$ cat config.mk
export PLATFORM = sky130hd
export DESIGN_NAME = gpio_serial_loader_flat
export DESIGN_NICKNAME = d
export VERILOG_FILES = /design/src/rtl/gpio_cfg_pkg.sv /design/src/rtl/gpio_serial_loader_if.sv /design/src/rtl/serial_bit_timer.sv /design/src/rtl/gpio_serial_loader.sv /design/src/flat_wrapper.sv
export SDC_FILE = /design/constraint.sdc
export NUM_CORES = 1
export LEC_CHECK = 0
export ABC_AREA = 0
export CORE_ASPECT_RATIO = 0.75
export CORE_MARGIN = 8
export CORE_UTILIZATION = 53
export DETAILED_ROUTE_END_ITERATION = 8
export PLACE_DENSITY = 0.79
export SETUP_SLACK_MARGIN = 0.2
export SYNTH_ARGS = -nofsm -noshare
export SYNTH_HDL_FRONTEND = slang
export SYNTH_SLANG_ARGS = --single-unit
$ cat constraint.sdc
create_clock -name clock -period 2.3 [get_ports clock]
set_input_delay 0.345 -clock clock [delete_from_list [all_inputs] [get_ports clock]]
set_output_delay 0.345 -clock clock [all_outputs]
set_load 0.01 [all_outputs]
$ cat src/rtl/gpio_cfg_pkg.sv
// Shared types and defaults for the GPIO config serial loader:
// FSM state encoding, default chain dimensions, index-width helper.
package gpio_cfg_pkg;

  localparam int CFG_WIDTH_DEF = 13;
  localparam int NUM_PADS_DEF  = 19;
  localparam int CLK_DIV_DEF   = 2;

  typedef enum logic [2:0] {
    S_IDLE,
    S_CLR,
    S_FETCH,
    S_CAPT,
    S_SHIFT,
    S_LOAD,
    S_FIN
  } state_e;

  // Counter width for n states; never below 1 bit.
  function automatic int idx_w(input int n);
    return (n > 1) ? $clog2(n) : 1;
  endfunction

endpackage

$ cat src/rtl/gpio_serial_loader_if.sv
// Request/fetch/chain signal bundle of the GPIO serial loader.
// master: housekeeping + config store side; slave: the loader.
interface gpio_serial_loader_if
  import gpio_cfg_pkg::*;
#(
  parameter int CFG_WIDTH = CFG_WIDTH_DEF,
  parameter int IDX_W     = idx_w(NUM_PADS_DEF)
) ();

  logic                 start;
  logic                 busy;
  logic                 done;
  logic [IDX_W-1:0]     cfg_idx;
  logic [CFG_WIDTH-1:0] cfg_data;
  logic                 serial_clock;
  logic                 serial_data_out;
  logic                 serial_load;
  logic                 serial_resetn;

  modport master (
    output start, cfg_data,
    input  busy, done, cfg_idx,
    input  serial_clock, serial_data_out,
    input  serial_load, serial_resetn
  );

  modport slave (
    input  start, cfg_data,
    output busy, done, cfg_idx,
    output serial_clock, serial_data_out,
    output serial_load, serial_resetn
  );

endinterface

$ cat src/rtl/serial_bit_timer.sv
// Divides clock into 2*CLK_DIV-cycle bit periods: phase (serial clock),
// half-period strobe and bit-end strobe. Held at zero while en_i is low.
module serial_bit_timer #(
  parameter int CLK_DIV = 2
) (
  input  logic clock,
  input  logic reset,
  input  logic en_i,
  output logic sclk_o,
  output logic half_o,
  output logic bit_end_o
);

  localparam int DW = (CLK_DIV > 1) ? $clog2(CLK_DIV) : 1;
  localparam logic [DW-1:0] DIV_MAX = DW'(CLK_DIV - 1);

  logic [DW-1:0] div_q, div_d;
  logic          ph_q, ph_d;

  always_comb begin
    div_d = div_q;
    ph_d  = ph_q;
    if (!en_i) begin
      div_d = '0;
      ph_d  = 1'b0;
    end else if (div_q == DIV_MAX) begin
      div_d = '0;
      ph_d  = ~ph_q;
    end else begin
      div_d = div_q + 1'b1;
    end
  end

  always_ff @(posedge clock or posedge reset) begin
    if (reset) begin
      div_q <= '0;
      ph_q  <= 1'b0;
    end else begin
      div_q <= div_d;
      ph_q  <= ph_d;
    end
  end

  assign half_o    = en_i && (div_q == DIV_MAX);
  assign bit_end_o = half_o && ph_q;
  assign sclk_o    = ph_q;

endmodule

$ cat src/rtl/gpio_serial_loader.sv
// Fetches one config word per pad (highest index first), shifts each out
// MSB first, then strobes load. Ports: clock, reset, bus (slave modport).
module gpio_serial_loader
  import gpio_cfg_pkg::*;
#(
  parameter int NUM_PADS  = NUM_PADS_DEF,
  parameter int CFG_WIDTH = CFG_WIDTH_DEF,
  parameter int CLK_DIV   = CLK_DIV_DEF,
  parameter int IDX_W     = idx_w(NUM_PADS)
) (
  input logic             clock,
  input logic             reset,
  gpio_serial_loader_if.slave bus
);

  localparam int BW = idx_w(CFG_WIDTH);
  localparam logic [IDX_W-1:0] PAD_TOP = IDX_W'(NUM_PADS - 1);
  localparam logic [BW-1:0]    BIT_TOP = BW'(CFG_WIDTH - 1);

  state_e               state_q, state_d;
  logic [IDX_W-1:0]     pad_q, pad_d;
  logic [IDX_W-1:0]     idx_q, idx_d;
  logic [BW-1:0]        bit_q, bit_d;
  logic [CFG_WIDTH-1:0] sh_q, sh_d;
  logic                 tmr_en, sclk_w, half_w, bend_w;

  // CLR and LOAD reuse one bit period of the timer as their duration.
  assign tmr_en = state_q inside {S_CLR, S_SHIFT, S_LOAD};

  serial_bit_timer #(
    .CLK_DIV (CLK_DIV)
  ) u_tmr (
    .clock     (clock),
    .reset     (reset),
    .en_i      (tmr_en),
    .sclk_o    (sclk_w),
    .half_o    (half_w),
    .bit_end_o (bend_w)
  );

  always_comb begin
    state_d = state_q;
    pad_d   = pad_q;
    idx_d   = idx_q;
    bit_d   = bit_q;
    sh_d    = sh_q;
    unique case (state_q)
      S_IDLE: begin
        if (bus.start) state_d = S_CLR;
      end
      S_CLR: begin
        if (bend_w) begin
          pad_d   = PAD_TOP;
          idx_d   = PAD_TOP;
          state_d = S_FETCH;
        end
      end
      S_FETCH: state_d = S_CAPT;
      S_CAPT: begin
        sh_d    = bus.cfg_data;
        bit_d   = '0;
        state_d = S_SHIFT;
      end
      S_SHIFT: begin
        // Advance data on the falling edge of serial_clock.
        if (half_w && sclk_w) begin
          sh_d = {sh_q[CFG_WIDTH-2:0], 1'b0};
        end
        if (bend_w) begin
          if (bit_q == BIT_TOP) begin
            bit_d = '0;
            if (pad_q == '0) begin
              state_d = S_LOAD;
            end else begin
              pad_d   = pad_q - 1'b1;
              idx_d   = pad_d;
              state_d = S_FETCH;
            end
          end else begin
            bit_d = bit_q + 1'b1;
          end
        end
      end
      S_LOAD: begin
        if (bend_w) state_d = S_FIN;
      end
      S_FIN: begin
        idx_d   = '0;
        state_d = S_IDLE;
      end
      default: state_d = S_IDLE;
    endcase
  end

  always_ff @(posedge clock or posedge reset) begin
    if (reset) begin
      state_q <= S_IDLE;
      pad_q   <= '0;
      idx_q   <= '0;
      bit_q   <= '0;
      sh_q    <= '0;
    end else begin
      state_q <= state_d;
      pad_q   <= pad_d;
      idx_q   <= idx_d;
      bit_q   <= bit_d;
      sh_q    <= sh_d;
    end
  end

  assign bus.busy    = !(state_q inside {S_IDLE, S_FIN});
  assign bus.done    = (state_q == S_FIN);
  assign bus.cfg_idx = idx_q;
  assign bus.serial_clock    = (state_q == S_SHIFT) && sclk_w;
  assign bus.serial_data_out = (state_q == S_SHIFT) && sh_q[CFG_WIDTH-1];
  assign bus.serial_load     = (state_q == S_LOAD);
  // Chain is held clear during reset as well as in CLR.
  assign bus.serial_resetn   = !reset && (state_q != S_CLR);

endmodule
$ cat src/flat_wrapper.sv
// flat-port wrapper written by rule: the top's interface ports become plain ports
module gpio_serial_loader_flat import gpio_cfg_pkg::*;
#(
  parameter int NUM_PADS  = NUM_PADS_DEF,
  parameter int CFG_WIDTH = CFG_WIDTH_DEF,
  parameter int CLK_DIV   = CLK_DIV_DEF,
  parameter int IDX_W     = idx_w(NUM_PADS)
)
  (clock, reset, bus_start, bus_cfg_data, bus_busy, bus_done, bus_cfg_idx, bus_serial_clock, bus_serial_data_out, bus_serial_load, bus_serial_resetn);
  gpio_serial_loader_if #(.CFG_WIDTH(CFG_WIDTH), .IDX_W(IDX_W)) bus_i ();
  input logic clock;
  input logic reset;
  input wire logic [$bits(bus_i.start)-1:0] bus_start;
  input wire logic [$bits(bus_i.cfg_data)-1:0] bus_cfg_data;
  output wire logic [$bits(bus_i.busy)-1:0] bus_busy;
  output wire logic [$bits(bus_i.done)-1:0] bus_done;
  output wire logic [$bits(bus_i.cfg_idx)-1:0] bus_cfg_idx;
  output wire logic [$bits(bus_i.serial_clock)-1:0] bus_serial_clock;
  output wire logic [$bits(bus_i.serial_data_out)-1:0] bus_serial_data_out;
  output wire logic [$bits(bus_i.serial_load)-1:0] bus_serial_load;
  output wire logic [$bits(bus_i.serial_resetn)-1:0] bus_serial_resetn;
  assign bus_i.start = bus_start;
  assign bus_i.cfg_data = bus_cfg_data;
  assign bus_busy = bus_i.busy;
  assign bus_done = bus_i.done;
  assign bus_cfg_idx = bus_i.cfg_idx;
  assign bus_serial_clock = bus_i.serial_clock;
  assign bus_serial_data_out = bus_i.serial_data_out;
  assign bus_serial_load = bus_i.serial_load;
  assign bus_serial_resetn = bus_i.serial_resetn;
  gpio_serial_loader #(.NUM_PADS(NUM_PADS), .CFG_WIDTH(CFG_WIDTH), .CLK_DIV(CLK_DIV), .IDX_W(IDX_W)) u_core (.clock(clock), .reset(reset), .bus(bus_i));
endmodule
**Word-level counts from Yosys, hierarchy flattened**

Index checks and enable logic that the tools add are counted.

- Add/sub/neg operators: 3
- Eq/ne operators: 15
- Muxes and demuxes: 22
- Bitwise gates (word level): 1
- Reduce and logical (&&, ||, !) cells: 18

Operator list:

| operator | number |
|---|---|
| $pmux W13 S2 | 1 |
| $mux W5 | 4 |
| $mux W3 | 6 |
| $pmux W3 S6 | 1 |
| $pmux W5 S3 | 1 |
| $reduce_and A5 Y1 | 3 |
| $mux W13 | 1 |
| $pmux W5 S2 | 1 |
| $eq A3 B3 Y1 const B | 3 |
| $mux W4 | 2 |
| $ne A2 B1 Y1 const B | 4 |
| $pmux W4 S2 | 1 |
| $eq A3 B2 Y1 const B | 2 |
| $ne A2 B2 Y1 const B | 3 |
| $reduce_bool A2 Y1 | 3 |
| $reduce_bool A3 Y1 | 2 |
| $logic_and A1 B1 Y1 | 5 |
| $logic_not A5 Y1 | 1 |
| $sub A5 B1 Y5 const B | 1 |
| $add A4 B1 Y4 const B | 1 |
| $eq A4 B4 Y1 const B | 1 |
| $mux W1 | 4 |
| $eq A3 B1 Y1 const B | 1 |
| $logic_not A3 Y1 | 1 |
| other kinds (5) | 6 |

- Register bits: 32
- Input port bits: 16
- Output and inout port bits: 11
- Word-level logic and storage cells: 66

**Depth between registers and ports, before layout**

- Word-level depth: 6
- Mapped depth: 8
- Depth with buffers taken out: 6

**Hierarchy**

From an unflattened synthesis, not the netlist that was laid out.

- Cell total of the unflattened synthesis: 189
- Area total of the unflattened synthesis: 1,739.2 sq um

Modules (own cells, without submodules):

| module | times used | cells an instance | area each (sq um) | sequential area each (sq um) |
|---|---|---|---|---|
| gpio_serial_loader | 1 | 181 | 1,646.6 | 750.7 |
| serial_bit_timer | 1 | 8 | 92.6 | 50.0 |

**Worst setup path after synthesis**

OpenSTA, ideal clock, no wires.

- Kind: register -> register
- Start: register u_core.pad_q[0]
- End: register u_core.pad_q[4]
- Arrival time: 1,813 ps
- Required time: 2,179 ps
- Slack: 366 ps
- Cell stages (with the launch flop): 7
- Buffers on the path: 1
- Period minus slack after synthesis: 1,934 ps
- Cells stage by stage: dfrtp_1 inv_1 ha_1 or3b_1 buf_6 or4_1 a22o_1

- Longest elaborated chain between the ends: 5
- Elaborated cells on any way between the ends: 8

RTL lines:

| element | line | source |
|---|---|---|
| start: declaration | gpio_serial_loader.sv:21 | `logic [IDX_W-1:0] pad_q, pad_d;` |
| start signal: assignment | gpio_serial_loader.sv:104 | `pad_q <= pad_d;` |
| $sub A5 B1 Y5 | gpio_serial_loader.sv:75 | `pad_d = pad_q - 1'b1;` |
| $mux W5 | gpio_serial_loader.sv:72 | `if (pad_q == '0) begin` |
| $mux W5 | gpio_serial_loader.sv:70 | `if (bit_q == BIT_TOP) begin` |
| $mux W5 | gpio_serial_loader.sv:69 | `if (bend_w) begin` |
| $pmux W5 S2 | gpio_serial_loader.sv:47 | `unique case (state_q)` |

Several ways; a longest one is shown, not always the timed one. The select of a mux whose other input is x is not followed.
A chain may end at the register's enable or synchronous reset.

**Worst setup path in the final report**

- Start: register u_core.pad_q[0]
- End: register u_core.idx_q[1], in the netlist u_core.bus.cfg_idx[1]

- Longest elaborated chain between the ends: 5
- Elaborated cells on any way between the ends: 8

RTL lines:

| element | line | source |
|---|---|---|
| $sub A5 B1 Y5 | gpio_serial_loader.sv:75 |  |
| $mux W5 | gpio_serial_loader.sv:72 |  |
| $mux W5 | gpio_serial_loader.sv:70 |  |
| $mux W5 | gpio_serial_loader.sv:69 |  |
| $pmux W5 S3 | gpio_serial_loader.sv:47 |  |
| end signal: assignment | gpio_serial_loader.sv:105 | `idx_q <= idx_d;` |
| end: declaration | gpio_serial_loader.sv:22 | `logic [IDX_W-1:0] idx_q, idx_d;` |

Several ways; a longest one is shown, not always the timed one. The select of a mux whose other input is x is not followed.

==> results by group <==
Clocking
  • CTS Sinks: 32
  • Hold-fix buffers at CTS: 0
  • CTS Buf Count: 5
  • Clock Tree Buf Depth: 2
  • Root buffer cell: clkbuf_8
  • Worst skew pair latency: 0.29 ns
  • TritonCTS clock tree: yes
  • H-Tree Depth: 2
  • Worst-path clk slew: 0.07 ns

STA
  • Fin crit period: 1.999 ns
  • Final Hold Viols: 0
  • Setup_tns: 0 ns
  • Slew headroom: 63.04%
  • Max Freq: 500.3 MHz
  • Final max-slew violation count: 0
  • RSZ-0062 raised after global routing: false
  • Clock skew: 0.01009 ns
  • Worst-Margin Slew: 0.5528 ns
  • Worst setup margin: 0.3013 ns
  • Final period utilization: 86.90%
  • Final setup violation count: 0
  • Fin Hold WS: 0.4852 ns

Power
  • PwrDens: 1178 nW/µm²
  • Lkg Pwr: 0.9795 nW
  • Worst VDD drop: 569.1 µV

Worst setup path
  • Reg2Reg Depth: 6
  • Crit-path max FO: 8
  • CP Capture Type: register
  • Startpoint type of the worst setup path: register
  • Worst setup path class: register to register
  • Critical path required time: 2.46 ns
  • Worst Path Arrival: 2.16 ns

Layout
  • Net count, final: 238
  • Share of cells above drive strength 1: 12.73%
  • ANT cells: 0
  • Synth-to-layout area growth: 27.90%
  • Final non-filler cell total: 258

Floorplan
  • Core footprint: 2999 µm²
  • Initial Utilization: 56.53%
  • Io pins: 27
  • Die span in y: 64.98 µm
  • Die area: 5283 µm²
  • Die Span X: 81.31 µm
  • Std-Cell Rows: 17

Route
  • Vias per std cell: 5.659
  • Total Wirelength: 3908 µm
  • Post-route ant nets: 0
  • Residual DRC: 0
  • Pre-Repair DR Iteration Count: 4
  • Iter 0 DRT Violations: 68
  • Vias: 1460
  • Wire per inst: 15.15 µm

Flow run
  • Maxcap violations: 0

Placed design
  • Post-DP HPWL: 2793 µm
  • Count of input and output buffers: 26
  • RD Place Congestion: 0.8477
  • Placed Cells: 248
  • Setup WS pre-CTS: 0.1659 ns

Synthesis
  • Mapped Area: 1695 µm²
  • Synth cell types: 43
  • Synth warn: 0
  • Synth top cells by count: 32 x dfrtp_1, 28 x nand2_1, 19 x nor2_1
  • Post-synth top area cell: dfrtp_1
  • Syn Nets: 205
  • Seq/Total Area, Yosys: 47.23%
  • Post-synth top flop: dfrtp_1
  • Async SR Flop Fraction: 100.0%
  • Top cell type's share of synthesized area: 47.23%
  • EDFF count, synth: 0
  • Gate count of the mapped netlist: 186
  • Syn Area/Cell: 9.115 µm²
  • Post-synthesis sequential element count: 32
  • Area contributors post-synth: dfrtp_1 47%, nand2_1 6.2%, a31oi_1 4.4%
  • Count leader, synth: dfrtp_1

Global routing
  • Vias in the first global route: 1378
  • Grt total ovfl: 0
  • Global-route wire length before repair: 6458 µm
  • Initial antenna violation count: 0
  • Largest net degree at the start of global routing: 33
  • Global router's overall resource usage: 15.56%

Worst hold path
  • Hold Crit Class: primary input to asynchronous set/reset pin

Status
  • Status: complete, no violations
## path summary, 6_finish.rpt
check | end | slack (ns) | start
worst max-delay path | u_core.bus.cfg_idx[1] | 0.30 | u_core.pad_q[0]
worst min-delay path | u_core.sh_q[5] | 0.49 | reset
worst max register to register | u_core.bus.cfg_idx[1] | 0.30 | u_core.pad_q[0]
worst min register to register | u_core.bus.cfg_idx[2] | 0.50 | u_core.bus.cfg_idx[2]
max in group asynchronous | u_core.bit_q[2] | 1.52 | reset
min in group clock | u_core.bus.cfg_idx[2] | 0.50 | u_core.bus.cfg_idx[2]
## power by group
group	switching [mW]	internal (mW)	leakage, nW
clock	0.204	0.321	0.0552
combinational	0.547	0.546	0.533
sequential	0.163	0.773	0.391
total	0.914	1.64	0.979
## state kept, by name, summed over array words and instances, names as in the netlist
register and cells:
u_core.bit_q 4, u_core.bus.cfg_idx 5, u_core.pad_q 5, u_core.sh_q 13
u_core.state_q 3, u_core.u_tmr.div_q 1, u_core.u_tmr.sclk_o 1
## layer usage
layer / share of wire, % / global-route usage [%] / wire [µm]
met1: 46 / 19.88 / 1811
met2: 46 / 23.19 / 1790
met3: 6.4 / 6.061 / 252
met4: 1.4 / 5.556 / 54
met5: 0 / 0 / 0
## layout by cell type, fill, tap and decap left out, types with 3 or more instances in the layout
master,n
nor2_1,18
dfrtp_1,32
nand3_1,4
inv_1,10
clkbuf_8,5
nand2_1,28
nand2b_1,3
and2_1,3
a21oi_1,6
a31oi_1,12
o2bb2ai_1,3
clkdlybuf4s50_1,22
nor3_1,6
buf_4,12
o21ai_0,8
o21ai_1,3
xnor2_1,5
## cell type report
class | instances | area, µm²
sequential | 32 | 800.8
multi-input combinational | 132 | 822.0
clock buffer | 6 | 72.57
clock inverter | 2 | 35.03
timing repair buffer | 38 | 352.8
tap | 38 | 47.55
fill | 221 | 830.8
inverter | 10 | 37.54
## worst max-delay path, stage by stage, from the launching register on
cell	delay, ns
dfrtp_1	0.41
inv_1	0.12
ha_4	0.16
or3b_4	0.41
o32ai_4	0.41
o31a_2	0.27
a21oi_1	0.09
## timing repair
item,in CTS,in global routing
resized for setup,3,7
pin swaps,1,4
setup buffers,0,2
endpoints found under the setup margin,9,14
## cell families after synthesis
family | count (synthesis) | share of synthesized area (%)
flops | 32 | 47.23
fa+ha+maj | 3 | 2.214
compound gates | 47 | 19.78
buf+inv | 22 | 6.347
xor+xnor | 6 | 3.100
mux | 1 | 0.5904
simple gates | 75 | 20.74
## stage by stage
step	total power, mW	util, %	cell area, µm²
final	2.554	72.30	2168
after global routing	2.733	72.30	2168
after CTS	2.479	70.84	2125
after detailed placement	1.946	67.17	2014
after global placement	1.894	67.17	2014
after floorplan	1.614	-	1695
No activity file was read; power rests on OpenSTA's default activity.
